--- config.mk ---
export PLATFORM = sky130hd
export DESIGN_NAME = data_sramlike_bridge
export DESIGN_NICKNAME = d
export VERILOG_FILES = /design/src/rtl/data_sramlike_bridge.sv
export SDC_FILE = /design/constraint.sdc
export NUM_CORES = 1
export LEC_CHECK = 0
export ABC_AREA = 1
export CELL_PAD_IN_SITES_DETAIL_PLACEMENT = 0
export CELL_PAD_IN_SITES_GLOBAL_PLACEMENT = 1
export CORE_ASPECT_RATIO = 2
export CORE_MARGIN = 3
export CORE_UTILIZATION = 30
export CTS_CLUSTER_DIAMETER = 100
export CTS_CLUSTER_SIZE = 40
export DETAILED_ROUTE_END_ITERATION = 12
export PLACE_DENSITY_LB_ADDON = 0.1
export SYNTH_ARGS = -nofsm -noshare
export SYNTH_HDL_FRONTEND = slang
export SYNTH_SLANG_ARGS = --single-unit
--- constraint.sdc ---
create_clock -name clk -period 3.8 [get_ports clk]
set_input_delay 0.76 -clock clk [delete_from_list [all_inputs] [get_ports clk]]
set_output_delay 0.76 -clock clk [all_outputs]
set_load 0.1 [all_outputs]
--- src/rtl/data_sramlike_bridge.sv ---
// MEM-stage to SRAM-like data bus bridge: two-phase request/data handshake,
// store lane replication, load lane extraction with sign/zero extension.
module data_sramlike_bridge (
  input  logic        clk,
  input  logic        rst,
  input  logic        mem_req,
  input  logic        mem_wr,
  input  logic [1:0]  mem_size,
  input  logic        mem_sign,
  input  logic [31:0] mem_addr,
  input  logic [31:0] mem_wdata,
  input  logic        ext_stall,
  output logic [31:0] mem_rdata,
  output logic        mem_stall,
  output logic        addr_err,
  output logic        data_req,
  output logic        data_wr,
  output logic [1:0]  data_size,
  output logic [31:0] data_addr,
  output logic [31:0] data_wdata,
  input  logic [31:0] data_rdata,
  input  logic        data_addr_ok,
  input  logic        data_data_ok
);

  typedef enum logic [1:0] {IDLE, REQ, WAIT, DONE} state_t;

  state_t      state, state_nxt;
  logic        lat_wr, lat_sign;
  logic [1:0]  lat_size;
  logic [31:0] lat_addr, lat_wdata;
  logic [31:0] rbuf;
  logic [31:0] wdata_rep;
  logic [31:0] load_val;
  logic [7:0]  byte_lane;
  logic [15:0] half_lane;
  logic        start, capture;

  always_comb begin
    addr_err = 1'b0;
    if (mem_req) begin
      case (mem_size)
        2'd1:    addr_err = mem_addr[0];
        2'd2:    addr_err = (mem_addr[1:0] != 2'b00);
        2'd3:    addr_err = 1'b1;
        default: addr_err = 1'b0;
      endcase
    end
  end

  assign start     = mem_req & ~addr_err;
  assign mem_stall = start & (state != DONE);
  assign capture   = (state == WAIT) & data_data_ok;

  always_ff @(posedge clk or posedge rst) begin
    if (rst) state <= IDLE;
    else     state <= state_nxt;
  end

  always_comb begin
    state_nxt = state;
    data_req  = 1'b0;
    case (state)
      IDLE: if (start) state_nxt = REQ;
      REQ: begin
        data_req = 1'b1;
        if (data_addr_ok) state_nxt = WAIT;
      end
      WAIT: if (data_data_ok) state_nxt = DONE;
      DONE: if (!ext_stall) state_nxt = IDLE;
      default: state_nxt = IDLE;
    endcase
  end

  always_comb begin
    case (mem_size)
      2'd0:    wdata_rep = {4{mem_wdata[7:0]}};
      2'd1:    wdata_rep = {2{mem_wdata[15:0]}};
      default: wdata_rep = mem_wdata;
    endcase
  end

  always_ff @(posedge clk or posedge rst) begin
    if (rst) begin
      lat_wr    <= 1'b0;
      lat_sign  <= 1'b0;
      lat_size  <= '0;
      lat_addr  <= '0;
      lat_wdata <= '0;
    end else if (state == IDLE && start) begin
      lat_wr    <= mem_wr;
      lat_sign  <= mem_sign;
      lat_size  <= mem_size;
      lat_addr  <= mem_addr;
      lat_wdata <= wdata_rep;
    end
  end

  always_comb begin
    case (lat_addr[1:0])
      2'd0:    byte_lane = data_rdata[7:0];
      2'd1:    byte_lane = data_rdata[15:8];
      2'd2:    byte_lane = data_rdata[23:16];
      default: byte_lane = data_rdata[31:24];
    endcase
    half_lane = lat_addr[1] ? data_rdata[31:16] : data_rdata[15:0];
    case (lat_size)
      2'd0:    load_val = {{24{lat_sign & byte_lane[7]}}, byte_lane};
      2'd1:    load_val = {{16{lat_sign & half_lane[15]}}, half_lane};
      default: load_val = data_rdata;
    endcase
  end

  // The buffer holds the already-extended result so mem_rdata stays stable
  // even after the next access re-latches the address.
  always_ff @(posedge clk or posedge rst) begin
    if (rst)          rbuf <= '0;
    else if (capture) rbuf <= load_val;
  end

  assign mem_rdata  = rbuf;
  assign data_wr    = lat_wr;
  assign data_size  = lat_size;
  assign data_addr  = lat_addr;
  assign data_wdata = lat_wdata;

endmodule

==> results of run 1 <==
-- area by class of cell --
type / count / share of cell area
clock inverters: 5 / 0.00842
repair buffers: 216 / 0.288
multi-input cells: 468 / 0.276
well taps: 204 / 0.0337
flip-flops and latches: 102 / 0.337
inverters: 52 / 0.0261
clock buffers: 11 / 0.0320
-- state kept, by name, summed over array words and instances (netlist names) --
| name | flops |
|---|---|
| data_addr | 32 |
| data_size | 2 |
| data_wdata | 32 |
| data_wr | 1 |
| lat_sign | 1 |
| mem_rdata | 32 |
| state | 2 |
-- critical path, stage by stage --
cell             delay [ns]
clkdlybuf4s50_1        0.65
inv_2                  0.15
nand2_2                0.09
nand2_1                0.10
nand3_2                0.09
nor2_1                 0.26
buf_12                 0.22
-- per-stage QoR --
stage	instances	hold WS, ns
global placement	1042	0.466
CTS	1058	0.487
floorplan	658	0.491
finish	1058	0.480
global route	1058	0.501
detailed placement	1042	0.467
-- layer usage --
layer,vias to the layer above,global-route usage,wire length (microns)
met5,-,0,0
met4,0,0.0827,588
met3,27,0.0541,1230
met2,173,0.355,9430
met1,2282,0.183,6040
li1,2463,-,-
-- placed cells by master, fill, tap and decap left out --
cell / synthesis / routed
nor2_4: 1 / 1
buf_12: 0 / 4
buf_4: 1 / 9
clkinvlp_4: 0 / 1
nand3_2: 2 / 2
o21ai_0: 48 / 48
clkdlybuf4s50_1: 0 / 203
nand3_1: 21 / 21
nor2_1: 68 / 68
o21ai_1: 3 / 3
nand2_1: 210 / 210
a21boi_1: 0 / 1
or2_2: 17 / 17
dfrtp_1: 102 / 102
bufinv_16: 0 / 1
inv_1: 48 / 47
a31oi_1: 1 / 1
inv_6: 0 / 3
clkbuf_8: 0 / 1
clkbuf_1: 17 / 1
inv_2: 4 / 4
clkbuf_16: 0 / 9
nand2_2: 1 / 1
o22ai_1: 7 / 7
inv_4: 0 / 1
ha_1: 5 / 5
a21oi_1: 81 / 81
o21a_1: 2 / 2
-- final timing paths --
path | start | endpoint | slack (ns) | depth (start not counted)
min reg2reg | mem_rdata[14] | mem_rdata[14] | 0.48 | 2
min | mem_rdata[14] | mem_rdata[14] | 0.48 | 2
max in group asynchronous | rst | mem_rdata[22] | 2.17 | 3
min in group asynchronous | rst | data_addr[9] | 0.87 | 2
max reg2reg | data_addr[1] | mem_rdata[18] | 1.42 | 8
max | mem_size[1] | mem_stall | 0.72 | 7
-- cells by family after synthesis --
kind of cell               share of synthesized area
AOI/OAI and AO/OA                              0.147
adders and majority gates                     0.0125
buffers and inverters                         0.0723
DFF                                            0.510
and+or+nand+nor                                0.258
==> metrics.md, run 1 <==
| Metric | Value |
|---|---|
| Ant. Diodes | `0` |
| H-tree levels | `3` |
| Cts repair resizes | `0` |
| Rows | `66` |
| Critical path type | `in2out` |
| Die Span Y | `189 microns` |
| MaxCap Viol Count | `0` |
| Initial Util | `0.306` |
| Synth Cell Area | `5000 sq um` |
| Die width | `97.3 microns` |
| Post-route cell area | `7580 sq um` |
| Hold_buf cts | `0` |
| Multi-input gate area | `2090 sq um` |
| GRT Total Usage | `0.186` |
| Clk sink count | `102` |
| Routability Congestion | `0.813` |
| Final Max Tran Viols | `0` |
| Routed WL | `17,300 microns` |
| CTS tree | `yes` |
| WP data arrival | `2.32 ns` |
| Tightest Hold Check Type | `reg2reg` |
| Syn avg cell area | `7.60 sq um` |
| Vias in the first global route | `5,185` |
| I/O Buffers | `207` |
| Vias | `4,945` |
| Share of cells above drive strength 1 | `0.0632` |
| Post-synthesis sequential area ratio | `0.510` |
| Crit path max fanout | `14` |
| Fmax | `324 MHz` |
| Status | `completed` |
| FF/Latch Area | `2550 sq um` |
| Layout Skew | `0.00797 ns` |
| Mapped Nets | `769` |
| Global-route wire length before repair | `27,000 microns` |
| DRC Markers | `0` |
| CTS Root Cell | `clkbuf_16` |
| Setup violators final | `0` |
| P&R area growth vs syn | `51.5%` |
| Area contributors post-synth | `dfrtp_1 (51%), nand2_1 (16%), a21oi_1 (8.1%)` |
| Top cell type by total area after synthesis | `dfrtp_1` |
| Die Area | `18,400 sq um` |
| Synth top cells by count | `nand2_1 (210), dfrtp_1 (102), a21oi_1 (81)` |
| Setup TNS | `0 ns` |
| Endpoint required time on the critical path | `3.04 ns` |
| DP HPWL | `13,100 microns` |
| Synth Register Bits | `102` |
| Core area | `16,400 sq um` |
| Yosys synthesis warning count | `0` |
| Synth async-reset ratio | `1.00` |
| Post-CTS setup buffers | `0` |
| I/O pins | `208` |
| Avg WL per Cell | `16.3 microns` |
| Worst-path clk slew | `0.07 ns` |
| Period utilisation layout | `0.811` |
| Fin nets | `960` |
| Synth top area share | `0.510` |
| Post-synth top flop | `dfrtp_1` |
| Num CTS Buffers | `9` |
| Skew-Pair Late Insertion Delay | `0.35 ns` |
| Count leader, synth | `nand2_1` |
| Vias per inst | `4.67` |
| RSZ-0062 raised after global routing | `false` |
| Crit path capture type | `output pin` |
| Gr ovfl total | `0` |
| Clk buf depth | `2` |
| Dpl ws | `0.704 ns` |
| DRT Pass-1 Iters | `6` |
| Worst-Margin Slew | `1.04 ns` |
| Fill count | `1,643` |
| Unique cell type count in the Yosys netlist | `23` |
| Initial DRC Count | `200` |
| Final hold vios | `0` |
| Largest net degree at the start of global routing | `61` |
| Layout Utilization | `0.464` |
| Slew headroom | `0.305` |
| Placed inst area | `7270 sq um` |
| Initial antenna violation count | `0` |
| Antenna Nets Post-Route | `0` |
| EDFF count, synth | `0` |
| Minimum clock period | `3.08 ns` |
| Startpoint types | `primary input` |
| Synthesized instance count | `658` |
| Setup ws final | `0.717 ns` |
Power of run 1 is left out: the tool's default activity adds up to more than one toggle a clock period on the data nets, which glitch-free logic cannot reach.
==> run 2: changes to the inputs <==
Clock period 3.8 ns to 2.9 ns, I/O delays scaled along.
==> metrics.md, run 2 (same netlist as run 1, synthesis figures left out) <==
| Metric | Value |
|---|---|
| Status | `completed (unchanged)` |
| Post-CTS setup buffers | `0 (unchanged)` |
| GRT Total Usage | `0.191 (was 0.186)` |
| Initial antenna violation count | `0 (unchanged)` |
| Ant. Diodes | `0 (unchanged)` |
| Vias | `4,976 (was 4,945)` |
| Clk sink count | `102 (unchanged)` |
| Hold path cells | `2 (unchanged)` |
| Core area | `16,400 sq um (unchanged)` |
| Skew-Pair Late Insertion Delay | `0.35 ns (about the same)` |
| I/O Buffers | `207 (unchanged)` |
| Crit path capture type | `output pin (unchanged)` |
| Crit path max fanout | `5 (was 14)` |
| Clk buf depth | `2 (unchanged)` |
| Setup violators final | `0 (unchanged)` |
| Antenna Nets Post-Route | `0 (unchanged)` |
| Initial Util | `0.306 (unchanged)` |
| Tightest Hold Check Type | `reg2reg (unchanged)` |
| Cell Chain, Critical Path | `clkdlybuf4s50_1, inv_1, nand2_2, nand2_1, a21boi_1, buf_12 (was clkdlybuf4s50_1, inv_2, nand2_2, nand2_1, nand3_2, nor2_1, buf_12)` |
| R2r worst-path depth | `8 (unchanged)` |
| Die Area | `18,400 sq um (unchanged)` |
| Layout Skew | `0.00781 ns (was 0.00797 ns)` |
| Gr ovfl total | `0 (unchanged)` |
| Crit path largest cell delay | `0.55 ns (was 0.65 ns)` |
| CTS tree | `yes (unchanged)` |
| MaxCap Viol Count | `0 (unchanged)` |
| Fin nets | `964 (was 960)` |
| Hold_buf cts | `0 (unchanged)` |
| Most frequent cells in the layout | `nand2_1 (210), buf_4 (108), clkdlybuf4s50_1 (105) (was nand2_1 (210), clkdlybuf4s50_1 (203), dfrtp_1 (102))` |
| Minimum clock period | `2.50 ns` |
| FF/Latch Area | `2550 sq um (unchanged)` |
| Slew headroom | `0.607 (was 0.305)` |
| Final Max Tran Viols | `0 (unchanged)` |
| Largest net degree at the start of global routing | `59 (was 61)` |
| H-tree levels | `3 (unchanged)` |
| DRC Markers | `0 (unchanged)` |
| Worst-Margin Slew | `0.588 ns (was 1.04 ns)` |
| Vias in the first global route | `5,182 (was 5,185)` |
| CP bufs+invs | `3 (unchanged)` |
| Num CTS Buffers | `9 (unchanged)` |
| Worst-path clk slew | `0.07 ns (about the same)` |
| Setup TNS | `0 ns (unchanged)` |
| Leading cell type in the layout, fill and taps excluded | `nand2_1 (unchanged)` |
| Die Span Y | `189 microns (unchanged)` |
| RSZ-0062 raised after global routing | `false (unchanged)` |
| CTS Root Cell | `clkbuf_16 (unchanged)` |
| Fill count | `1,714 (was 1,643)` |
| Multi-input gate area | `2090 sq um (about the same)` |
| Avg WL per Cell | `16.3 microns (about the same)` |
| Global-route wire length before repair | `27,300 microns (was 27,000 microns)` |
| CP Depth | `6 (was 7)` |
| Routed WL | `17,300 microns (about the same)` |
| Vias per inst | `4.69 (was 4.67)` |
| Slowest cell on crit path | `clkdlybuf4s50_1 (unchanged)` |
| Fmax | `400 MHz` |
| Initial DRC Count | `173 (was 200)` |
| Die width | `97.3 microns (unchanged)` |
| CP delay by family, top | `buffers and inverters (unchanged)` |
| I/O pins | `208 (unchanged)` |
| Share of cells above drive strength 1 | `0.181 (was 0.0632)` |
| Rows | `66 (unchanged)` |
| DRT Pass-1 Iters | `4 (was 6)` |
| Startpoint types | `primary input (unchanged)` |
| Final hold vios | `0 (unchanged)` |
| Endpoint required time on the critical path | `2.32 ns (was 3.04 ns)` |
| Cts repair resizes | `0 (unchanged)` |
| WP data arrival | `1.92 ns (was 2.32 ns)` |
| Routability Congestion | `0.811 (was 0.813)` |
| Period utilisation layout | `0.862` |
| Critical path type | `in2out (unchanged)` |
| P&R area growth vs syn | `47.2% (was 51.5%)` |
| DP HPWL | `13,400 microns (was 13,100 microns)` |
[run 2: worst register-to-register path, cell delays in order, from the launching register on]
cell and delay, ns:
dfrtp_1 0.42, inv_1 0.12, ha_1 0.20, nand2_1 0.10
buf_12 0.18, inv_1 0.47, o21ai_0 0.17, a21oi_1 0.15
a21oi_1 0.07
[run 2: final cells by class]
type	instances	share of cell area
clock buffers	11	0.0316
flip-flops and latches	102	0.347
well taps	204	0.0347
repair buffers	220	0.272
clock inverters	4	0.00442
multi-input cells	468	0.284
inverters	52	0.0270
[run 2: stage by stage]
stage                     area (sq um)  hold slack, ns  instances  utilization  setup WS [ns]
final                             7360           0.482       1061        0.450          0.400
after global routing              7360           0.504       1061        0.450          0.296
after CTS                         7360           0.487       1061        0.450          0.368
after detailed placement          7100           0.467       1046        0.434          0.368
after global placement            7100           0.465       1046        0.434          0.389
after floorplan                   5010           0.491        658            -          0.152
[run 2: path summary, 6_finish.rpt]
| path | start | endpoint | slack [ns] |
|---|---|---|---|
| max reg2reg | state[0] | mem_rdata[15] | 0.90 |
| max in group asynchronous | rst | mem_rdata[5] | 1.91 |
| min | mem_rdata[5] | mem_rdata[5] | 0.48 |
| max | mem_size[0] | addr_err | 0.40 |
| min in group asynchronous | rst | data_wdata[15] | 0.66 |
| min reg2reg | mem_rdata[5] | mem_rdata[5] | 0.48 |
[run 2: metal layers]
| metal | vias to the layer above | GRT usage | wire [microns] |
|---|---|---|---|
| li1 | 2475 | - | - |
| met1 | 2281 | 0.192 | 5930 |
| met2 | 189 | 0.356 | 9500 |
| met3 | 31 | 0.0522 | 1150 |
| met4 | 0 | 0.0923 | 714 |
| met5 | - | 0 | 0 |
Power of run 2 is left out for the same reason.
